==> src/rtl/dbc_pkg.sv <==
// dbc_pkg: shared state encoding and width/limit helpers for the debouncer bank
package dbc_pkg;
  typedef logic [1:0] state_t;
  localparam state_t S_ZERO        = 2'd0;
  localparam state_t S_ZERO_TO_ONE = 2'd1;
  localparam state_t S_ONE         = 2'd2;
  localparam state_t S_ONE_TO_ZERO = 2'd3;
  // counter width able to hold 0..n-1, never narrower than one bit
  function automatic int cnt_w(input int n);
    return (n <= 2) ? 1 : $clog2(n);
  endfunction
  // stable window in cycles
  function automatic int dbc_limit(input int clk_freq, input int hz);
    return clk_freq / hz;
  endfunction
endpackage

==> src/rtl/dbc_if.sv <==
// dbc_if: debouncer bank pin bundle
// signal_i raw inputs; signal_o debounced levels; rise_o/fall_o edge pulses; repeat_o auto-repeat pulses
interface dbc_if #(parameter int CHANNELS = 4);
  logic [CHANNELS-1:0] signal_i;
  logic [CHANNELS-1:0] signal_o;
  logic [CHANNELS-1:0] rise_o;
  logic [CHANNELS-1:0] fall_o;
  logic [CHANNELS-1:0] repeat_o;
  modport master (output signal_i, input signal_o, rise_o, fall_o, repeat_o);
  modport slave (input signal_i, output signal_o, rise_o, fall_o, repeat_o);
endinterface

==> src/rtl/dbc_chan.sv <==
// dbc_chan: one debounce channel (synchroniser, 4-state FSM, stable-window timer, optional auto-repeat)
// clk/rst (async, active-high); sig_i raw input; sig_o level; rise_o/fall_o/repeat_o one-cycle pulses
// Auto-repeat is built only when DBC_REPEAT_EN is defined.
module dbc_chan import dbc_pkg::*; #(
  parameter int   LIMIT         = 10,
  parameter int   REPEAT_CYCLES = 20,
  parameter logic INIT          = 1'b0
) (
  input  logic clk,
  input  logic rst,
  input  logic sig_i,
  output logic sig_o,
  output logic rise_o,
  output logic fall_o,
  output logic repeat_o
);
  localparam int TW = cnt_w(LIMIT);
  localparam state_t S_INIT = INIT ? S_ONE : S_ZERO;
  if (REPEAT_CYCLES < 2) begin : g_bad_rep
    $error("dbc_chan: REPEAT_CYCLES must be >= 2");
  end
  logic sync1, sync2, expire, to_one, to_zero, in_trans;
  state_t state, state_n;
  logic [TW-1:0] timer;
  // a revert of sync2 takes priority over timer expiry, so the window restarts cleanly
  always_comb begin
    expire   = timer == TW'(LIMIT - 1);
    in_trans = state == S_ZERO_TO_ONE || state == S_ONE_TO_ZERO;
    state_n  = state == S_ZERO        ? (sync2 ? S_ZERO_TO_ONE : S_ZERO) :
               state == S_ZERO_TO_ONE ? (!sync2 ? S_ZERO : expire ? S_ONE : S_ZERO_TO_ONE) :
               state == S_ONE         ? (sync2 ? S_ONE : S_ONE_TO_ZERO) :
                                        (sync2 ? S_ONE : expire ? S_ZERO : S_ONE_TO_ZERO);
    to_one   = state == S_ZERO_TO_ONE && state_n == S_ONE;
    to_zero  = state == S_ONE_TO_ZERO && state_n == S_ZERO;
  end
  always_ff @(posedge clk or posedge rst)
    if (rst) begin
      sync1  <= INIT;
      sync2  <= INIT;
      state  <= S_INIT;
      timer  <= '0;
      sig_o  <= INIT;
      rise_o <= 1'b0;
      fall_o <= 1'b0;
    end else begin
      sync1  <= sig_i;
      sync2  <= sync1;
      state  <= state_n;
      timer  <= (in_trans && state_n == state) ? timer + 1'b1 : '0;
      sig_o  <= state_n == S_ONE || state_n == S_ONE_TO_ZERO;
      rise_o <= to_one;
      fall_o <= to_zero;
    end
`ifdef DBC_REPEAT_EN
  localparam int RW = cnt_w(REPEAT_CYCLES);
  logic [RW-1:0] rcnt;
  logic held, rwrap;
  // held excludes the rise edge (state still S_ZERO_TO_ONE) and the fall edge
  always_comb begin
    held  = (state == S_ONE || state == S_ONE_TO_ZERO) && !to_zero;
    rwrap = rcnt == RW'(REPEAT_CYCLES - 1);
  end
  always_ff @(posedge clk or posedge rst)
    if (rst) begin
      rcnt     <= '0;
      repeat_o <= 1'b0;
    end else begin
      rcnt     <= (!held || rwrap) ? '0 : rcnt + 1'b1;
      repeat_o <= held && rwrap;
    end
`else
  assign repeat_o = 1'b0;
`endif
endmodule

==> src/rtl/dbc_bank.sv <==
// dbc_bank: CHANNELS independent debouncers behind a dbc_if slave port
// clk; rst async active-high; bus: signal_i in, signal_o/rise_o/fall_o/repeat_o out
// Optional feature macro: DBC_REPEAT_EN (auto-repeat). The bus CHANNELS must equal this CHANNELS.
module dbc_bank import dbc_pkg::*; #(
  parameter int                  CHANNELS      = 4,
  parameter int                  CLK_FREQ      = 100000000,
  parameter int                  DEBOUNCE_HZ   = 1000,
  parameter logic [CHANNELS-1:0] INIT          = '0,
  parameter int                  REPEAT_CYCLES = 25000000
) (
  input logic clk,
  input logic rst,
  dbc_if.slave bus
);
  localparam int LIMIT = dbc_limit(CLK_FREQ, DEBOUNCE_HZ);
  if (CHANNELS < 1) begin : g_bad_ch
    $error("dbc_bank: CHANNELS must be >= 1");
  end
  if (LIMIT < 2) begin : g_bad_lim
    $error("dbc_bank: CLK_FREQ/DEBOUNCE_HZ must be >= 2");
  end
  for (genvar c = 0; c < CHANNELS; c++) begin : g_ch
    dbc_chan #(
      .LIMIT(LIMIT),
      .REPEAT_CYCLES(REPEAT_CYCLES),
      .INIT(INIT[c])
    ) u_chan (
      .clk(clk),
      .rst(rst),
      .sig_i(bus.signal_i[c]),
      .sig_o(bus.signal_o[c]),
      .rise_o(bus.rise_o[c]),
      .fall_o(bus.fall_o[c]),
      .repeat_o(bus.repeat_o[c])
    );
  end
endmodule

==> src/flat_wrapper.sv <==
// flat-port wrapper written by rule: the top's interface ports become plain ports
module dbc_bank_flat import dbc_pkg::*;
#(
  parameter int                  CHANNELS      = 4,
  parameter int                  CLK_FREQ      = 100000000,
  parameter int                  DEBOUNCE_HZ   = 1000,
  parameter logic [CHANNELS-1:0] INIT          = '0,
  parameter int                  REPEAT_CYCLES = 25000000
)
  (clk, rst, bus_signal_i, bus_signal_o, bus_rise_o, bus_fall_o, bus_repeat_o);
  dbc_if #(.CHANNELS(CHANNELS)) bus_i ();
  input logic clk;
  input logic rst;
  input wire logic [$bits(bus_i.signal_i)-1:0] bus_signal_i;
  output wire logic [$bits(bus_i.signal_o)-1:0] bus_signal_o;
  output wire logic [$bits(bus_i.rise_o)-1:0] bus_rise_o;
  output wire logic [$bits(bus_i.fall_o)-1:0] bus_fall_o;
  output wire logic [$bits(bus_i.repeat_o)-1:0] bus_repeat_o;
  assign bus_i.signal_i = bus_signal_i;
  assign bus_signal_o = bus_i.signal_o;
  assign bus_rise_o = bus_i.rise_o;
  assign bus_fall_o = bus_i.fall_o;
  assign bus_repeat_o = bus_i.repeat_o;
  dbc_bank #(.CHANNELS(CHANNELS), .CLK_FREQ(CLK_FREQ), .DEBOUNCE_HZ(DEBOUNCE_HZ), .INIT(INIT), .REPEAT_CYCLES(REPEAT_CYCLES)) u_core (.clk(clk), .rst(rst), .bus(bus_i));
endmodule
==> config.mk <==
export PLATFORM = sky130hd
export DESIGN_NAME = dbc_bank_flat
export DESIGN_NICKNAME = d
export VERILOG_FILES = /design/src/rtl/dbc_pkg.sv /design/src/rtl/dbc_if.sv /design/src/rtl/dbc_chan.sv /design/src/rtl/dbc_bank.sv /design/src/flat_wrapper.sv
export SDC_FILE = /design/constraint.sdc
export NUM_CORES = 1
export LEC_CHECK = 0
export CORE_MARGIN = 2
export CORE_UTILIZATION = 56
export CTS_BUF_LIST = sky130_fd_sc_hd__clkbuf_8
export DETAILED_ROUTE_END_ITERATION = 10
export MAX_ROUTING_LAYER = met4
export PLACE_DENSITY = 0.78
export SLEW_MARGIN = 20
export SYNTH_ARGS = -nofsm -noshare
export SYNTH_HDL_FRONTEND = slang
export SYNTH_SLANG_ARGS = --single-unit
==> constraint.sdc <==
create_clock -name clk -period 2.85 [get_ports clk]
set_input_delay 0.57 -clock clk [delete_from_list [all_inputs] [get_ports clk]]
set_output_delay 0.57 -clock clk [all_outputs]
set_load 0.05 [all_outputs]
Word-level counts from Yosys, hierarchy flattened
Index checks and enable logic that the tools add are counted.

operators by class
  equal/unequal tests = 28
  $mul = 0
  add/subtract/negate cells = 4
  shifts and indexed selects = 0
  muxes and demuxes = 40
  bitwise logic cells = 0
  div/mod/pow operators = 0
  reductions and logical operators = 28
  $lt $le $gt $ge = 0

operators with widths
  kind                     number
  $add A17 B1 Y17 const B  4
  $eq A17 B17 Y1 const B   4
  $mux W17                 4
  $mux W2                  28
  $eq A2 B2 Y1 const B     16
  $logic_not A2 Y1         8
  $logic_and A1 B1 Y1      12
  $eq A2 B1 Y1 const B     4
  $eq A2 B2 Y1             4
  $logic_or A1 B1 Y1       8
  $mux W1                  8

storage, ports and cells
  input bits = 6
  latch bits = 0
  memories kept = 0
  output and inout port bits = 16
  memory bits (read-only) = 0
  word-level logic and storage cells = 128
  memory bits (writable) = 0
  register bits after elaboration = 96

Logic depth before layout (Yosys ltp)
  depth after elaboration = 9
  gate-level depth with buffers = 7
  mapped depth without buffers = 5

Hierarchy
From an unflattened synthesis, not the netlist that was laid out.

unflattened totals
  cell total of the unflattened synthesis = 400
  area total of the unflattened synthesis = 4,369.2 sq um

by module, submodules not included
  module    seq. area each (sq um)  instances  area each (sq um)  cells an instance
  dbc_chan  600.6                   4          1,092.3            100

Worst setup path before layout
No wires, ideal clock.

  path kind = reg2reg
  start = reg u_core.g_ch[2].u_chan.timer[5]
  end = reg u_core.g_ch[2].u_chan.sig_o
  stages on the path, launching flop included = 5
  data required time = 2.723 ns
  period minus slack after synthesis = 1.803 ns
  library setup time = 0.127 ns
  arrival = 1.675 ns
  setup slack = 1.047 ns
  path buffers = 0
  path through = dfrtp_1 or4b_4 nor4_4 nand3_2 mux2_1

between the ends
  word-level cells in the longest chain between the ends = 8
  elaborated cells between the ends (all ways) = 11
  those cells by class = 3 x eq/ne; 7 x mux; 1 x reduce/logical

ends and longest elaborated chain
  item                    line            source
  start, declared         dbc_chan.sv:24  logic [TW-1:0] timer;
  start signal, assigned  dbc_chan.sv:49  timer <= (in_trans && state_n == state) ? timer + 1'b1 : '0;
  $eq A17 B17 Y1 (*)      dbc_chan.sv:27  expire = timer == TW'(LIMIT - 1);
  $mux W2 (2 in a row)    dbc_chan.sv:32  (sync2 ? S_ONE : expire ? S_ZERO : S_ONE_TO_ZERO);
  $mux W2                 dbc_chan.sv:31  state == S_ONE ? (sync2 ? S_ONE : S_ONE_TO_ZERO) :
  $mux W2 (*)             dbc_chan.sv:30  state == S_ZERO_TO_ONE ? (!sync2 ? S_ZERO : expire ? S_ONE : S_ZERO_TO_ONE) :
  $mux W2 (*)             dbc_chan.sv:29  state_n = state == S_ZERO ? (sync2 ? S_ZERO_TO_ONE : S_ZERO) :
  $eq A2 B2 Y1            dbc_chan.sv:50  sig_o <= state_n == S_ONE || state_n == S_ONE_TO_ZERO;
  $logic_or A1 B1 Y1 (*)  dbc_chan.sv:50
  end signal, assigned    dbc_chan.sv:42  sig_o <= INIT;
  end signal, assigned    dbc_chan.sv:50
  end, declared           dbc_chan.sv:12  output logic sig_o,

Mark *: on every way between the ends. The rest lies on a longest branch, timed or not.

Worst setup path in the final report
  start = reg u_core.g_ch[3].u_chan.rise_o
  end = out bus_rise_o[3]

RTL lines
  item                    line                source
  start, declared         dbc_chan.sv:13      output logic rise_o,
  start signal, assigned  dbc_chan.sv:51      rise_o <= to_one;
  end, declared           flat_wrapper.sv:16  output wire logic [$bits(bus_i.rise_o)-1:0] bus_rise_o;

No word-level cell between the ends.

==> impl_results.md <==
* Worst hold slack at between 300 and 400 ps
* Count of synthesis-stage warnings from yosys at 0
* Count of pins over their slew limit at 0
* Final worst path period need at 2080 ps
* Worst skew pair latency at approximately 350 ps
* CP max stage delay at approximately 810 ps
* Total via count after detailed routing at 2881
* Last weighted congestion value of the routability-driven placer at approximately 0.87
* Antenna Diode Count at 0
* Hold Path Class: reg2reg
* Sink Count at 96
* First-pass DRT Iterations at 4
* Worst endpoint data arrival time at around 1500 ps
* Max Cap Violations at 0
* Number of routed nets with antenna violations at 0
* Design area at between 4000 and 5000 µm²
* Hold Crit Depth at 0
* Root cell of the clock tree: sky130_fd_sc_hd__clkbuf_8
* Pre-CTS setup slack at 800 ps
* Clock tree skew after final layout at 6.87 ps
* Number of buffers inserted during clock tree synthesis at 9
* Overall routing resource usage at 0.187
* Setup tns final at 0 ps
* Maximum clock frequency at a little under 500 MHz
* Commonest cells after routing, fill and taps aside: 96 x sky130_fd_sc_hd__dfrtp_1, 69 x sky130_fd_sc_hd__nor2_1, 35 x sky130_fd_sc_hd__xor2_1, 26 x sky130_fd_sc_hd__nand3_1, 25 x sky130_fd_sc_hd__xnor2_1
* Clock slew at reported path FFs at roughly 90 ps
* Die X at 92.7 µm
* Crit path required time at ~2300 ps
* Slowest cell on crit path: sky130_fd_sc_hd__clkdlybuf4s50_1
* GR Overflow Total at 0
* Category of the most critical setup path: reg2out
* Power per standard cell area at about 500 nW/µm²
* Initial antenna violation count at 0
* Type of destination of the critical path: output pin
* Largest fanout on the critical path at 1
* Total of buffers placed on input and output ports at 17
* Final count of negative-setup-slack endpoints at 0
* Distinct cell type count after synthesis at 35
* Worst voltage drop across the vdd grid at roughly 0.25 mV
* Cells on worst reg2reg path at 5
* Run status: finished clean
* FILL cells at about 600
* Leakage component of the power at 1.98 nW
* Cells resized by post-CTS repair at 0
* Area added between synthesis and finish at 9.42%
* Fin nets at between 400 and 500
* Fraction of final layout cells with drive strength greater than 1 at 0.0687
* Number of global-route vias before repair at 2759
* Cell taking the most area after synthesis: sky130_fd_sc_hd__dfrtp_1
* Detailed placement HPWL at a little under 5000 µm
* Buffer levels on the longest clock path at 2
* Critical path's top delay family: buffers and inverters
* Worst slew pin tran at 649 ps
* Post-CTS repair timing setup buffer count at 0
* Most frequent standard cell in the layout excluding fill and tap cells: sky130_fd_sc_hd__dfrtp_1
* Core Rows at 32
* Proportion of netlist area held by the largest area contributor at 0.545
* Die Outline Area at between 8000 and 9000 µm²
* Ranking of synthesized cells by area: sky130_fd_sc_hd__dfrtp_1 54%, sky130_fd_sc_hd__xor2_1 7.0%, sky130_fd_sc_hd__nor2_1 5.9%, sky130_fd_sc_hd__xnor2_1 5.0%, sky130_fd_sc_hd__nand4_1 3.1%
* Final hold violation count at 0
* Initial Utilization at 0.574
* Wire length of the first global-routing pass at 12500 µm
* Ratio of final minimum period to clock period at 0.731
* Overall die height at ~93 µm
* Average routed wire per standard cell at approximately 14 µm
* Pin count of the biggest net entering global routing at 41
* Cell area after synthesis at 4410 µm²
* Number of buffer and inverter stages on the critical path at 1
* Detailed-route DRC error count at 0
* CORE AREA at a little under 8000 µm²
* Normalized max-slew margin at 0.566
* Number of synthesized register bits at 96
* Crit path setup slack, layout at around 770 ps
* Count of routing violations after the opening detailed-route iteration at 91
* H-tree levels at 3
* Mean post-synth cell area at 10.8 µm²
* Sequence of cells on the critical path: clkdlybuf4s50_1
* Number of synthesized flops with an enable pin at 0
* Async S/R FF share, synth at 1.00
* Count of boundary I/O pins at 22
* Startpoint types: flip-flop
* Logic depth of the worst path, buffers included at 1
* Post-place instance area at approximately 4600 µm²
* RSZ-0062 raised after global routing: false
* Via count normalized by instance count at around 5.5
* Main flop type after synthesis: sky130_fd_sc_hd__dfrtp_1
* Total Wirelength at ~7200 µm
* Number of buffers added to fix hold violations after cts at 0
* Gate Count Post-Synth at 409
* TritonCTS clock tree: yes
* Register area share after synthesis at 0.545
-- synth_stat cells, drive strengths merged, types with 7 or more instances --
| library cell | n |
|---|---|
| xnor2 | 25 |
| nand3 | 27 |
| clkbuf | 7 |
| nand2 | 16 |
| nor4 | 9 |
| xor2 | 35 |
| nor2 | 69 |
| nor3 | 7 |
| dfrtp | 96 |
| and4 | 14 |
| buf | 18 |
| nand4 | 22 |
| inv | 7 |
| mux2 | 8 |
| nor3b | 8 |
-- state kept, by name, summed over array words and instances, names as in the netlist --
signal and cells:
u_core.g_ch.u_chan.timer 68, u_core.g_ch.u_chan.sync2 4, u_core.g_ch.u_chan.state 8, u_core.g_ch.u_chan.sig_o 4, u_core.g_ch.u_chan.rise_o 4, u_core.g_ch.u_chan.sync1 4, u_core.g_ch.u_chan.fall_o 4
-- through the flow --
step | instances | power (mW) | utilization
after detailed placement | 508 | 1.50 | 0.599
after floorplan | 412 | 1.47 | -
after global placement | 508 | 1.49 | 0.599
final | 524 | 2.43 | 0.628
after global routing | 524 | 2.51 | 0.628
after CTS | 524 | 2.45 | 0.628
-- final timing paths --
path,from,end,slack (ps)
setup / recovery,u_core.g_ch[3].u_chan.rise_o,bus_rise_o[3],770
hold / removal,u_core.g_ch[0].u_chan.sync1,u_core.g_ch[0].u_chan.sync2,360
setup reg to reg,u_core.g_ch[3].u_chan.timer[0],u_core.g_ch[3].u_chan.timer[16],780
hold reg to reg,u_core.g_ch[0].u_chan.sync1,u_core.g_ch[0].u_chan.sync2,360
max in group asynchronous,rst,u_core.g_ch[0].u_chan.timer[4],1620
min in group asynchronous,rst,u_core.g_ch[2].u_chan.timer[6],640
-- where the power goes --
part / internal (mW) / switching [mW] / total (mW)
Sequential: 1.37 / 0.0123 / 1.39
Combinational: 0.0209 / 0.0593 / 0.0803
Clock: 0.513 / 0.446 / 0.959
Total: 1.91 / 0.517 / 2.43
-- area by class of cell --
| type | count | area (µm²) | area share |
|---|---|---|---|
| repair buffers | 19 | 210 | 0.0436 |
| clock inverters | 6 | 83.8 | 0.0174 |
| well taps | 102 | 128 | 0.0264 |
| flip-flops and latches | 96 | 2400 | 0.498 |
| multi-input cells | 284 | 1830 | 0.380 |
| inverters | 7 | 30.0 | 0.00622 |
| clock buffers | 10 | 138 | 0.0285 |
-- routing by layer --
layer  up-vias  GRT usage  share of wire  wire [µm]
met5         -          -              0          0
met4         0     0.0662          0.015        104
met3         9     0.0325          0.032        229
met2        53      0.288           0.48       3420
met1      1406      0.253           0.48       3420
li1       1413          -              -          -
-- worst register-to-register path: cells and delay by family (launching register included) --
kind	cells	cell delay [ps]
fa+ha+maj	1	250
simple gates	3	1040
compound gates	1	290
flops	1	410
-- cells by family after synthesis --
kind of cell / Yosys count / share of synthesized area
compound gates: 10 / 0.0136
xor+xnor: 60 / 0.119
fa+ha+maj: 4 / 0.0113
buf+inv: 32 / 0.0420
flops: 96 / 0.545
mux: 8 / 0.0204
other cells: 1 / 0.000850
simple gates: 198 / 0.248
(Power assumes the default switching activity.)
